--- src/rtl/fifo_nibble_packer.sv ---
// fifo_nibble_packer: read-side consumer for a 4-bit asynchronous FIFO.
// It pops one nibble at a time, packs NIBBLES nibbles into a word and
// hands finished words downstream over a valid/ready handshake.
// A flush request emits a partially filled word, zero-padded.
// Optional feature macro: NIBPACK_PARITY_EN (registered even parity on word_parity).
module fifo_nibble_packer #(
  parameter int NIBBLES = 2,
  parameter int RD_LAT  = 1
) (
  input  logic                   clk,
  input  logic                   rst,
  input  logic                   fifo_empty,
  output logic                   fifo_re,
  input  logic [3:0]             fifo_rdata,
  input  logic                   flush,
  output logic [4*NIBBLES-1:0]   word_data,
  output logic                   word_valid,
  input  logic                   word_ready,
  output logic                   word_partial,
  output logic                   word_parity,
  output logic [2:0]             fill
);

  typedef enum logic [2:0] {
    IDLE = 3'd0,
    POP  = 3'd1,
    WAIT = 3'd2,
    CAPT = 3'd3,
    OUT  = 3'd4
  } state_t;

  localparam logic [2:0] NIB_CNT   = 3'(NIBBLES);
  localparam logic [1:0] WAIT_LOAD = (RD_LAT > 1) ? 2'(RD_LAT - 2) : 2'd0;

  state_t               state_q;
  logic [1:0]           wait_q;
  logic [2:0]           fill_q;
  logic [2:0]           fill_inc;
  logic [4*NIBBLES-1:0] word_q;
  logic [4*NIBBLES-1:0] word_d;
  logic                 re_q;
  logic                 valid_q;
  logic                 partial_q;
  logic                 flush_take;
  logic                 capt_last;

  assign fill_inc   = fill_q + 3'd1;
  assign flush_take = (state_q == IDLE) && flush && (fill_q != 3'd0) && (fill_q < NIB_CNT);
  assign capt_last  = (state_q == CAPT) && (fill_inc == NIB_CNT);

  // The word as it will look once the returning nibble lands in slot fill.
  always_comb begin
    word_d = word_q;
    for (int i = 0; i < NIBBLES; i++) begin
      if (fill_q == 3'(i)) begin
        word_d[i*4 +: 4] = fifo_rdata;
      end
    end
  end

  // Main controller: one read in flight at a time, all outputs registered.
  always_ff @(posedge clk or posedge rst) begin
    if (rst) begin
      state_q   <= IDLE;
      wait_q    <= 2'd0;
      fill_q    <= 3'd0;
      word_q    <= '0;
      re_q      <= 1'b0;
      valid_q   <= 1'b0;
      partial_q <= 1'b0;
    end else begin
      re_q <= 1'b0;
      case (state_q)
        IDLE: begin
          if (flush_take) begin
            state_q   <= OUT;
            valid_q   <= 1'b1;
            partial_q <= 1'b1;
          end else if (!fifo_empty) begin
            state_q <= POP;
            re_q    <= 1'b1;
          end
        end
        POP: begin
          if (RD_LAT > 1) begin
            state_q <= WAIT;
            wait_q  <= WAIT_LOAD;
          end else begin
            state_q <= CAPT;
          end
        end
        WAIT: begin
          if (wait_q == 2'd0) begin
            state_q <= CAPT;
          end else begin
            wait_q <= wait_q - 2'd1;
          end
        end
        CAPT: begin
          word_q <= word_d;
          fill_q <= fill_inc;
          if (fill_inc == NIB_CNT) begin
            state_q   <= OUT;
            valid_q   <= 1'b1;
            partial_q <= 1'b0;
          end else begin
            state_q <= IDLE;
          end
        end
        OUT: begin
          if (word_ready) begin
            state_q   <= IDLE;
            valid_q   <= 1'b0;
            partial_q <= 1'b0;
            fill_q    <= 3'd0;
            word_q    <= '0;
          end
        end
        default: state_q <= IDLE;
      endcase
    end
  end

`ifdef NIBPACK_PARITY_EN
  logic parity_q;

  // Parity is loaded in the same edge that raises word_valid and cleared on accept.
  always_ff @(posedge clk or posedge rst) begin
    if (rst) begin
      parity_q <= 1'b0;
    end else if (capt_last) begin
      parity_q <= ^word_d;
    end else if (flush_take) begin
      parity_q <= ^word_q;
    end else if ((state_q == OUT) && word_ready) begin
      parity_q <= 1'b0;
    end
  end

  assign word_parity = parity_q;
`else
  assign word_parity = 1'b0;
`endif

  assign fifo_re      = re_q;
  assign word_data    = word_q;
  assign word_valid   = valid_q;
  assign word_partial = partial_q;
  assign fill         = fill_q;

endmodule

--- config.mk ---
export PLATFORM = sky130hd
export DESIGN_NAME = fifo_nibble_packer
export DESIGN_NICKNAME = d
export VERILOG_FILES = /design/src/rtl/fifo_nibble_packer.sv
export SDC_FILE = /design/constraint.sdc
export NUM_CORES = 1
export LEC_CHECK = 0
export CAP_MARGIN = 20
export CORE_UTILIZATION = 65
export CTS_CLUSTER_DIAMETER = 40
export CTS_CLUSTER_SIZE = 25
export DETAILED_ROUTE_END_ITERATION = 6
export DONT_BUFFER_PORTS = 1
export PLACE_DENSITY = 0.78
export RECOVER_POWER = 100
export REMOVE_ABC_BUFFERS = 1
export SKIP_CTS_REPAIR_TIMING = 1
export SYNTH_ARGS = -nofsm -noshare
export SYNTH_HDL_FRONTEND = slang
export SYNTH_SLANG_ARGS = --single-unit
--- constraint.sdc ---
create_clock -name clk -period 2.9 [get_ports clk]
set_input_delay 0.435 -clock clk [delete_from_list [all_inputs] [get_ports clk]]
set_output_delay 0.435 -clock clk [all_outputs]
set_load 0.02 [all_outputs]
* Yosys cells after proc, flatten, opt, wreduce, memory -nomap -nowiden
Index checks and enable logic that the tools add are counted.
** Cells by class
- Bitwise operators :: 1
- Add/subtract/negate cells :: 2
- Magnitude comparators :: 1
- Multiplexer cells :: 20
- Reductions and logical operators :: 15
- Equality and inequality tests :: 13
** Operators by type and width (number)
- 8-bit one-hot mux with 2 select lines :: 1
- 3-bit two-way mux :: 5
- 3-bit one-hot mux with 5 select lines :: 1
- 3-bit by 2-bit == test with 1-bit output (second input constant) :: 3
- 3-bit AND reduction :: 3
- 4-bit two-way mux :: 2
- 8-bit two-way mux :: 1
- 1-bit two-way mux :: 7
- 3-bit by 1-bit == test with 1-bit output (second input constant) :: 2
- 3-bit zero test :: 2
- 2-bit by 1-bit != test with 1-bit output (second input constant) :: 3
- 2-bit != test (second input constant) :: 3
- 1-bit one-hot mux with 3 select lines :: 2
- 3-bit one-hot mux with 2 select lines :: 1
- 3-bit nonzero test :: 2
- 2-bit AND reduction :: 2
- 4-bit AND reduction :: 1
- 3-bit by 1-bit adder with 3-bit output (second input constant) :: 1
- 3-bit == test (second input constant) :: 1
- 1-bit logical AND :: 3
- 3-bit by 2-bit less-than comparator with 1-bit output (second input constant) :: 1
- 3-bit != test (second input constant) :: 1
- 2-bit zero test :: 1
- 2-bit nonzero test :: 1
- other kinds (2) :: 2
** Word-level totals
- Input bits :: 9
- Logic and storage cells :: 60
- Register bits after elaboration :: 19
- Output and inout bits :: 15

* Logic depth before layout (Yosys ltp)
- Word-level depth :: 6
- Mapped depth :: 5
- Mapped depth without buffers :: 5

* Least setup slack after synthesis
No wires, ideal clock.
- Path type :: flip-flop to flip-flop
- Start point :: register fill_q[1] (netlist: fill[1])
- End point :: register state_q[0]
- Setup slack :: 1.366 ns
- Cell stages (with the launch flop) :: 6
- Data required time :: 2.759 ns
- Library setup time :: 0.141 ns
- Arrival :: 1.393 ns
- Clock period less this slack :: 1.534 ns
- Buffers on the path :: 0
- Cell sequence :: dfrtp_1 inv_1 ha_1 nor4b_2 or2_1 a221oi_1
** Between the ends
- Longest elaborated chain between the ends :: 5
- Elaborated cells between the ends (all ways) :: 8
- Those cells by class :: order compare: 1; eq/ne: 1; mux: 2; reduce/logical: 4
** RTL lines
- start: declaration :: RTL line 37 : logic [2:0] fill_q;
- start signal: assignment :: RTL line 101 : fill_q <= fill_inc;
- branches (longest 2 deep; another with 3-bit by 2-bit less-than comparator with 1-bit output)
- 1-bit logical AND * :: RTL line 48 : assign flush_take = (state_q == IDLE) && flush && (fill_q != 3'd0) && (fill_q < NIB_CNT);
- 3-bit two-way mux or 3-bit != test (tied branches)
- 3-bit one-hot mux with 5 select lines or 3-bit AND reduction (tied branches)
- end signal: assignment :: RTL line 76 : state_q <= OUT;
- end signal: assignment :: RTL line 80 : state_q <= POP;
- end signal: assignment :: RTL line 86 : state_q <= WAIT;
- end: declaration :: RTL line 35 : state_t state_q;
Mark *: on every way between the ends.
A chain may end at the register's enable or synchronous reset.

* Worst setup path in the final report
- Start point :: register fill_q[1] (netlist: fill[1])
- End point :: register partial_q (netlist: word_partial)
** Between the ends
- Longest elaborated chain between the ends :: 5
- Elaborated cells between the ends (all ways) :: 9
- Those cells by class :: add/sub: 1; order compare: 1; eq/ne: 3; reduce/logical: 4
** RTL lines
- branches (longest 4 deep; another with 3-bit by 1-bit adder with 3-bit output)
- 4-bit AND reduction (no line) *
- end signal: assignment :: RTL line 70 : partial_q <= 1'b0;
- end signal: assignment :: RTL line 78 : partial_q <= 1'b1;
- end signal: assignment :: RTL line 105 : partial_q <= 1'b0;
- end: declaration :: RTL line 43 : logic partial_q;
Marks and branches as above.

==> impl_metrics.json <==
{
  "status": "finished clean",
  "fmax_mhz": 479,
  "hpwl_um": 1310,
  "ant_nets": 0,
  "finClkSkew_ns": 0.00335,
  "rr_worst_depth": 5,
  "track_usage_pct": 23.5,
  "ir_drop_mv": 0.669,
  "slew_headroom_pct": 49.4,
  "synth.largest_area_cell": "dfrtp_1",
  "yosysSeqAreaShare_pct": 46.1,
  "design_area_um2": 1020,
  "crit_path_cell_trace": "inv_1 -> ha_1 -> nor4b_1 -> nand3_1 -> a21boi_0",
  "crit_slowest_cell": "nor4b_1",
  "endpoint_kind": "flop",
  "final_layout_size_suffix_gt1_share_pct": 8.42,
  "cts_buffers": 3,
  "vias": 690,
  "floorplan.rows": 14,
  "diodes": 0,
  "grt_pass1_wl_um": 3100,
  "setup_ws_ns": 0.812,
  "synth_flop_cell": "dfrtp_1",
  "power_density_nw_per_um2": 1120,
  "via_per_inst": 6.22,
  "drc": 0,
  "dr.pass1.iters": 5,
  "clkTransAtPathRegs_ns": 0.10,
  "synth_common_cells": "dfrtp_1 (19), inv_1 (11), mux2i_1 (8), nand2_1 (8), a21oi_1 (6)",
  "cp_slowest_stage_delay_ns": 0.68,
  "antenna_found_initial": 0,
  "initialDrtViolationCount": 8,
  "hold_class": "in2async",
  "worst_pin_slew_ns": 0.749,
  "drv_cap": 0,
  "yosysWarnings": 0,
  "synth-edff-count": 0,
  "cp.arrival_ns": 2.30,
  "met1_usage_pct": 26.7,
  "synth_cell_type_count": 33,
  "drt-wirelength-per-cell_um": 15.9,
  "dpl_worst_slack_ns": 1.15,
  "fin_crit_ns": 2.09,
  "placed_area_um2": 1020,
  "grt.busiest_layer": "met2",
  "r2r-end": "word_partial",
  "cts_buffer_depth": 2,
  "ctsHtreeMaxLevel": 1,
  "rrSetupSlack_ns": 0.81,
  "insertion_delay_ns": 0.29,
  "required_ns": 3.11,
  "cts_tree": "done",
  "synthTopCellsByArea": "dfrtp_1 (46%), mux2i_1 (7.8%), ha_1 (6.1%), inv_1 (4.0%), a21oi_1 (2.9%)",
  "die_area_um2": 1750,
  "hold_violations": 0,
  "area_growth_pct": -0.971,
  "synth.top_cell.area_share_pct": 46.1,
  "cts_root_buf": "clkbuf_4",
  "routed_wl_um": 1770,
  "portBuffers": 0,
  "mappedNetlistArea_um2": 1030,
  "yosysMostFrequentCell": "dfrtp_1",
  "rsz0062_at_grt": "no",
  "slew_viol_final": 0,
  "setup_violations": 0,
  "cts_sinks": 19,
  "async_flop_share_pct": 100,
  "worstSetupStartpoint": "fill[1]",
  "grt.met3_usage_pct": 8.26,
  "path_delay_family": "simple AND/OR/NAND/NOR gates",
  "r2r_start": "fill[1]",
  "setup_tns_ns": 0,
  "worstSetupPathType": "reg2reg",
  "path_max_fanout": 6,
  "gr-usage-met2_pct": 39.1,
  "overflow": 0,
  "fp.dieW_um": 41.8,
  "grt_pass1_vias": 736,
  "fill_cells": 117,
  "place.gp.congestion": 0.786,
  "fp.coreArea_um2": 1490,
  "start_util_pct": 69.2,
  "final_nets": 110,
  "grt_max_degree": 20,
  "syn_area_per_cell_um2": 10.7,
  "p_leak_uw": 0.000543,
  "min_period_over_period_pct": 72.0,
  "synth_seq_cells": 19,
  "cp_num_buf_inv": 1,
  "io_pins": 24,
  "netlist_instances": 96,
  "fin_util_pct": 68.6,
  "die_y_um": 41.8,
  "startpoint_type": "flop"
}
## routing by layer
metal / share of wire, % / vias up
met5: 0 / -
met2: 52 / 18
met4: 1.9 / 0
li1: - / 323
met1: 42 / 345
met3: 3.5 / 4
## cells by family (layout without fill, tap and decap cells)
logic type	Yosys count	in the layout	share of synthesized area, %
other	1	1	0.364
buffers and inverters	16	15	7.40
DFF	19	19	46.1
xor gates and xnor gates	3	3	2.55
and+or+nand+nor	28	28	20.0
muxes	8	8	7.77
adders and majority gates	5	5	6.07
AOI/OAI and AO/OA	16	16	9.71
## through the flow
step | hold slack (ns) | total power, uW | instances
2_1_floorplan | 0.386 | 937 | 91
4_1_cts | 0.150 | 1170 | 111
3_3_place_gp | 0.468 | 1010 | 107
6_report | 0.133 | 1140 | 111
3_5_place_dp | 0.480 | 1040 | 107
5_1_grt | 0.185 | 1220 | 111
## flip-flops by register name (all words and copies together) (netlist names)
register	flops
word_data	8
fill	3
state_q	3
wait_q	2
fifo_re	1
word_partial	1
word_valid	1
## where the power goes
group          internal [uW]  switching, uW  total, uW  leakage [uW]
Combinational            173            181        354      0.000296
Sequential               381            277        658      0.000232
Clock                   53.4           76.9        130     0.0000150
Total                    607            536       1140      0.000543
## layout by cell type (no fill, tap or decap), drive strengths merged, types with 2 or more instances in the layout
master  Yosys  layout
a211oi      3       3
a21oi       6       6
a31oi       2       2
clkbuf      0       4
dfrtp      19      19
ha          5       5
inv        11      11
mux2i       8       8
nand2      10      10
nand3       3       3
nor2        3       3
nor4b       2       2
o21ai       2       2
xnor2       3       3
## worst max path at each step
| stage | end | slack, ns | cells past startpoint |
|---|---|---|---|
| floorplan | state_q[0] | 1.37 | 5 |
| global placement | state_q[0] | 1.27 | 5 |
| detailed placement | state_q[0] | 1.15 | 5 |
| CTS | state_q[0] | 1.13 | 5 |
| global route | word_partial | 0.70 | 5 |
| finish | word_partial | 0.81 | 5 |
## worst reg2reg max path: stages, from the launching register on
cell and delay (ns):
dfrtp_1 0.56, inv_1 0.14, ha_1 0.25, nor4b_1 0.68, nand3_1 0.20, a21boi_0 0.18
## area by class of cell
| class | instances | area (um2) | area share, % |
|---|---|---|---|
| sequential | 19 | 475 | 46.6 |
| inverter | 11 | 41.3 | 4.04 |
| clock buffer | 4 | 26.3 | 2.57 |
| tap | 16 | 20.0 | 1.96 |
| multi-input combinational | 61 | 458 | 44.9 |
Note: power is estimated with default switching activity, not from simulation.
